**src/rtl/reg_hl_arb.sv**
```systemverilog
// Two-requester arbiter that fills a split high/low register one byte at a time.
// Define REG_HL_RR_EN for round-robin tie-break; otherwise requester A has fixed priority.
module reg_hl_arb #(
  parameter int unsigned WIDTH = 16,
  localparam int unsigned BW = WIDTH / 2
) (
  input  logic          clk,
  input  logic          clear,
  input  logic          req_a,
  input  logic          req_b,
  input  logic          vld_a,
  input  logic          vld_b,
  input  logic [BW-1:0] data_a,
  input  logic [BW-1:0] data_b,
  output logic          gnt_a,
  output logic          gnt_b,
  output logic          rdy_a,
  output logic          rdy_b,
  output logic [BW-1:0] inh,
  output logic [BW-1:0] inl,
  output logic          loadh,
  output logic          loadl,
  output logic          reg_clr,
  output logic          word_valid,
  output logic          word_src,
  input  logic          word_ready,
  output logic [7:0]    word_cnt
);

  typedef enum logic [1:0] {StIdle, StHigh, StLow, StFull} state_e;

  state_e        r_state;
  logic          r_gnt_a;
  logic          r_gnt_b;
  logic          r_word_valid;
  logic          r_word_src;
  logic [7:0]    r_word_cnt;

  logic          w_vld_g;
  logic          w_req_g;
  logic          w_busy;
  logic          w_abort;
  logic          w_pick_b;
  logic [BW-1:0] w_data;

`ifdef REG_HL_RR_EN
  logic          r_last_b;

  // On a tie, B wins only if A was granted last.
  always_comb begin
    w_pick_b = req_b & (~req_a | ~r_last_b);
  end
`else
  always_comb begin
    w_pick_b = req_b & ~req_a;
  end
`endif

  always_comb begin
    w_vld_g = (r_gnt_a & vld_a) | (r_gnt_b & vld_b);
    w_req_g = (r_gnt_a & req_a) | (r_gnt_b & req_b);
    w_busy  = (r_state == StHigh) | (r_state == StLow);
    w_abort = w_busy & ~w_req_g;
    w_data  = '0;
    if (!clear) begin
      if (r_gnt_a) begin
        w_data = data_a;
      end else if (r_gnt_b) begin
        w_data = data_b;
      end
    end
  end

  always_comb begin
    gnt_a      = r_gnt_a;
    gnt_b      = r_gnt_b;
    rdy_a      = r_gnt_a & vld_a & w_busy;
    rdy_b      = r_gnt_b & vld_b & w_busy;
    inh        = w_data;
    inl        = w_data;
    loadh      = (r_state == StHigh) & w_vld_g;
    loadl      = (r_state == StLow) & w_vld_g;
    reg_clr    = clear | w_abort;
    word_valid = r_word_valid;
    word_src   = r_word_src;
    word_cnt   = r_word_cnt;
  end

  always_ff @(posedge clk or posedge clear) begin
    if (clear) begin
      r_state      <= StIdle;
      r_gnt_a      <= 1'b0;
      r_gnt_b      <= 1'b0;
      r_word_valid <= 1'b0;
      r_word_src   <= 1'b0;
      r_word_cnt   <= 8'd0;
`ifdef REG_HL_RR_EN
      r_last_b     <= 1'b1;
`endif
    end else begin
      unique case (r_state)
        StIdle: begin
          if (req_a || req_b) begin
            r_gnt_a    <= ~w_pick_b;
            r_gnt_b    <= w_pick_b;
            r_word_src <= w_pick_b;
`ifdef REG_HL_RR_EN
            r_last_b   <= w_pick_b;
`endif
            r_state    <= StHigh;
          end
        end
        StHigh, StLow: begin
          if (w_abort) begin
            r_gnt_a <= 1'b0;
            r_gnt_b <= 1'b0;
            r_state <= StIdle;
          end else if (w_vld_g) begin
            if (r_state == StHigh) begin
              r_state <= StLow;
            end else begin
              r_state      <= StFull;
              r_word_valid <= 1'b1;
            end
          end
        end
        StFull: begin
          // Requester may drop req here; the completed word is still handed off.
          if (word_ready) begin
            r_gnt_a      <= 1'b0;
            r_gnt_b      <= 1'b0;
            r_word_valid <= 1'b0;
            r_word_cnt   <= r_word_cnt + 8'd1;
            r_state      <= StIdle;
          end
        end
        default: r_state <= StIdle;
      endcase
    end
  end

endmodule

```
**config.mk**
```make
export PLATFORM = sky130hd
export DESIGN_NAME = reg_hl_arb
export DESIGN_NICKNAME = d
export VERILOG_FILES = /design/src/rtl/reg_hl_arb.sv
export SDC_FILE = /design/constraint.sdc
export NUM_CORES = 1
export LEC_CHECK = 0
export CELL_PAD_IN_SITES_DETAIL_PLACEMENT = 2
export CELL_PAD_IN_SITES_GLOBAL_PLACEMENT = 2
export CORE_MARGIN = 2
export CORE_UTILIZATION = 30
export DETAILED_ROUTE_END_ITERATION = 10
export DONT_BUFFER_PORTS = 1
export GPL_TIMING_DRIVEN = 0
export PLACE_DENSITY = 0.78
export SLEW_MARGIN = 40
export SYNTH_ARGS = -nofsm -noshare
export SYNTH_HDL_FRONTEND = slang
export SYNTH_SLANG_ARGS = --single-unit
```
**constraint.sdc**
```tcl
create_clock -name clk -period 1.4 [get_ports clk]
set_input_delay 0.14 -clock clk [delete_from_list [all_inputs] [get_ports clk]]
set_output_delay 0.14 -clock clk [all_outputs]
set_load 0.02 [all_outputs]
```
After elaboration in Yosys (flattened, before gate mapping)
Index checks and enable logic that the tools add are counted. Widths: inputs -> output; s select.

Flip-flop bits (word level): 14. Bits of input ports: 23. Output and inout port bits: 33. Logic and storage cells: 62.

Add/sub/neg operators: 1. Equal/unequal tests: 10. Multiplexer cells: 19. Bitwise operators: 17. Reductions and logical operators: 9.

Operators by type and width (number): $mux 8 (3); $ne 2x2->1 const B (6); $and 1x1->1 (10); $add 8x1->8 const B (1); $mux 1 (8); $mux 2 (4); $pmux 1 s3 (2); $pmux 2 s3 (1); $reduce_and 3->1 (2); $reduce_and 5->1 (1); $eq 2x2->1 const B (2); $or 1x1->1 (4); $reduce_and 2->1 (2); $ne 3x3->1 const B (1); $not 1->1 (3); $eq 2x1->1 const B (1); $logic_not 2->1 (1); $pmux 1 s2 (1); $reduce_bool 2->1 (1); $reduce_or 2->1 (1); $logic_or 1x1->1 (1).

Logic depth before layout (Yosys ltp)
Depth in word-level cells: 6. Mapped depth: 6. Depth with buffers taken out: 6.

Least setup slack after synthesis
OpenSTA, ideal clock, no wires.

Kind: register to output. Start: register r_gnt_b (netlist: gnt_b). End: output inl[0]. Arrival: 1.551 ns. Required time: 1.260 ns. Setup slack: -0.291 ns. Stages on the path, launching flop included: 6. Buffers on the path: 2. Cells stage by stage: dfrtp_1 -> nor2b_1 -> clkbuf_1 -> a22oi_1 -> nor2_1 -> buf_4.

Word-level cells in the longest chain between the ends: 3.

Ends and longest elaborated chain: start: declaration (RTL line 34) `logic r_gnt_b;`; start signal: assignment (RTL line 105) `r_gnt_b <= w_pick_b;`; $mux 8 (RTL line 68) `end else if (r_gnt_b) begin`; $mux 8 (RTL line 66) `if (r_gnt_a) begin`; $mux 8 (RTL line 65) `if (!clear) begin`; end: declaration (RTL line 20) `output logic [BW-1:0] inl,`.

Every way passes these cells.

Worst setup path in the final report
Start: register r_gnt_b (netlist: gnt_b). End: output inl[7].

Same word-level chain as after synthesis.

==> results.toml <==
[detailed_routing]
via_per_inst = 5.34
drtIter0Drc = 9
wl_met1_mm = 1.19
topRoutingLayerUsed = "met4"
routedWlPerCell_um = 18.5
wl_mm = 3.13
wl_met3_um = 242
dr_total_vias = 903
first_pass_iters = 3
drc = 0
ant_nets = 0
wl_met2_mm = 1.67

[power]
peakVddDrop_mv = 0.759
power_density_mw_per_mm2 = 1690
power_uw = 2430
leakage_uw = 0.000580

[sta]
slew_violations = 0
max_slew_margin_pct = 56.4
period_share_pct = 122
min_period_ns = 1.70
worst_slack_ns = -0.304
fmax_ghz = 0.587
skew_ns = 0.00959
finalSetupTns_ns = -4.81
final-hold-violation-count = 0
timing.hold.ws_ns = 0.00907
finalSetupViolations = 27
tightest_slew_ns = 0.653
rsz0062_at_grt = "true"

[cts]
clkLatencyLatePin_ns = 0.30
cts_buffers = 3
htree_levels = 1
clk_path_buf_depth = 2
cts_tree = "done"
cts_root_buffer = "clkbuf_4"
path_clk_slew_ns = 0.10
cts.sinks = 14

[synthesis]
synthSimpleGateAreaFrac_pct = 18.1
synth_top_family_by_area = "compound AO/OA/AOI/OAI gates"
netlist_area_um2 = 976
ys_seq_area_share_pct = 35.9
synth_fa_ha_area_share_pct = 7.69
yosysWarnings = 0
synth_seq_cells = 14
ys_top_cells_by_area = "dfrtp_1 (36%), ha_1 (7.7%), a22oi_1 (6.9%)"
syn_avg_cell_area_um2 = 9.12
synthXorXnorAreaFrac_pct = 6.28
synth_nets = 136
synth_compound_area_share_pct = 21.3
synthCells = 107
synth.distinct_cells = 29
synth_top_area_cell = "dfrtp_1"
synth_mux_area_share_pct = 1.15
synth.top_cell.area_share_pct = 35.9

[critical_path]
cp_slowest_stage_delay_ns = 0.51
crit_fanout = 8
crit_path_end_kind = "output port"
crit_arrival_ns = 1.56
critical-path-top-delay-family = "flip-flops"
crit_chain = "nor2b_4 > buf_8 > a22oi_2 > nor2_4 > buf_6"
critPathRequiredTime_ns = 1.26
critPathLaunchType = "flop"
slowest_stage = "dfrtp_2"
path_class = "reg2out"
path_buf_inv = 2

[finish]
drive_above_1_share_pct = 51.2
n_antenna_cell = 0
utilization_pct = 46.7
final_cell_mix = "buf_6 (12), dfrtp_1 (12), a22oi_2 (9)"
design_area_mm2 = 0.00144
nets = 155
area_growth_pct = 47.2
nFillCells = 324

[global_routing]
grt_use_total_pct = 16.6
overflow = 0
grt_pass1_vias = 968
grt_max_degree = 16
grt_pass1_wl_mm = 4.49
antenna_found_initial = 0

[status]
status = "finished with violations"
violations = "negative setup slack"

[floorplanning]
die_w_um = 61.0
core_area_mm2 = 0.00308
row_count = 20
dieArea_mm2 = 0.00373
start_util_pct = 31.7
die_h_um = 61.0
io_pins = 56

[placed_design]
dpl.hpwl_mm = 2.21
io_buffers = 0
placed_cell_area_mm2 = 0.00110
gp_congestion = 0.746

[job]
cap_violations = 0

[worst_hold_path]
min_path_type = "in2reg"
-- synthesized netlist by cell type (all sizes together) --
master   count
buf          8
and2b        1
and2         1
o211ai       1
nand2        8
a21oi        4
a22oi       10
o21ai        4
xor2         2
nand4        3
mux2         1
a31oi        1
nand3        3
a22o         1
and3         3
ha           6
a31o         1
clkbuf       3
o32ai        2
o31ai        2
inv          6
o2bb2ai      1
xnor2        5
nand3b       2
dfrtp       14
or3b         1
nor2        10
nor2b        3
-- report_power, final --
group	internal [uW]	switching, uW	total, uW
clock	159	156	315
combinational	675	757	1430
sequential	487	199	686
total	1320	1110	2430
-- layer usage --
layer,GRT usage (%),up-vias
li1,-,410
met3,2.94,4
met4,6.52,0
met5,0,-
met2,30.9,43
met1,18.5,446
-- through the flow --
stage	worst slack, ns	std cells
CTS	-0.342	164
floorplan	-0.00253	107
detailed placement	-0.199	151
global placement	-0.103	151
global route	-0.365	169
finish	-0.304	169
-- what timing repair did --
item / in CTS / in global routing
resized for setup: 40 / 8
hold buffers: 2 / 0
endpoints found under the setup margin: 29 / 30
gates cloned: 0 / 0
pin swaps: 13 / 11
buffers inserted: 7 / 5
endpoints found under the hold margin: 2 / 0
-- sequential cells by signal, summed over array words and instances (netlist names) --
signal and flops:
r_state 2, gnt_b 1, gnt_a 1, word_src 1
word_valid 1, word_cnt 8
-- layout make-up --
cell class	count	area [um^2]	share of cell area, %
Multi-Input combinational cell	76	721	50.2
Timing Repair Buffer	14	125	8.71
Tap cell	44	55.1	3.83
Inverter	6	22.5	1.57
Clock buffer	4	36.3	2.53
Sequential cell	14	353	24.6
Buffer	11	124	8.62
-- worst paths after layout --
path | cells past startpoint | to | slack [ns] | start
setup / recovery | 5 | inl[7] | -0.30 | gnt_b$_DFFE_PP0P_
hold / removal | 2 | gnt_b$_DFFE_PP0P_ | 0.009 | req_a
setup reg to reg | 4 | r_state[0]$_DFFE_PP0P_ | -0.20 | gnt_a$_DFFE_PP0P_
hold reg to reg | 1 | word_cnt[7]$_DFFE_PP0P_ | 0.61 | word_cnt[7]$_DFFE_PP0P_
max in group asynchronous | 2 | gnt_a$_DFFE_PP0P_ | 0.73 | clear
min in group asynchronous | 2 | gnt_b$_DFFE_PP0P_ | 0.22 | clear
-- logic make-up after synthesis --
group           Yosys count
compound gates           27
fa+ha+maj                 6
flops                    14
simple gates             35
mux                       1
buf+inv                  17
xor+xnor                  7
-- worst reg2reg max path: stages, from the launching register on --
cell and delay (ns):
dfrtp_2 0.52, a22oi_1 0.50, or3b_1 0.23, o21ai_0 0.10, o2bb2ai_1 0.14
Power figures use the tool's default switching activity.
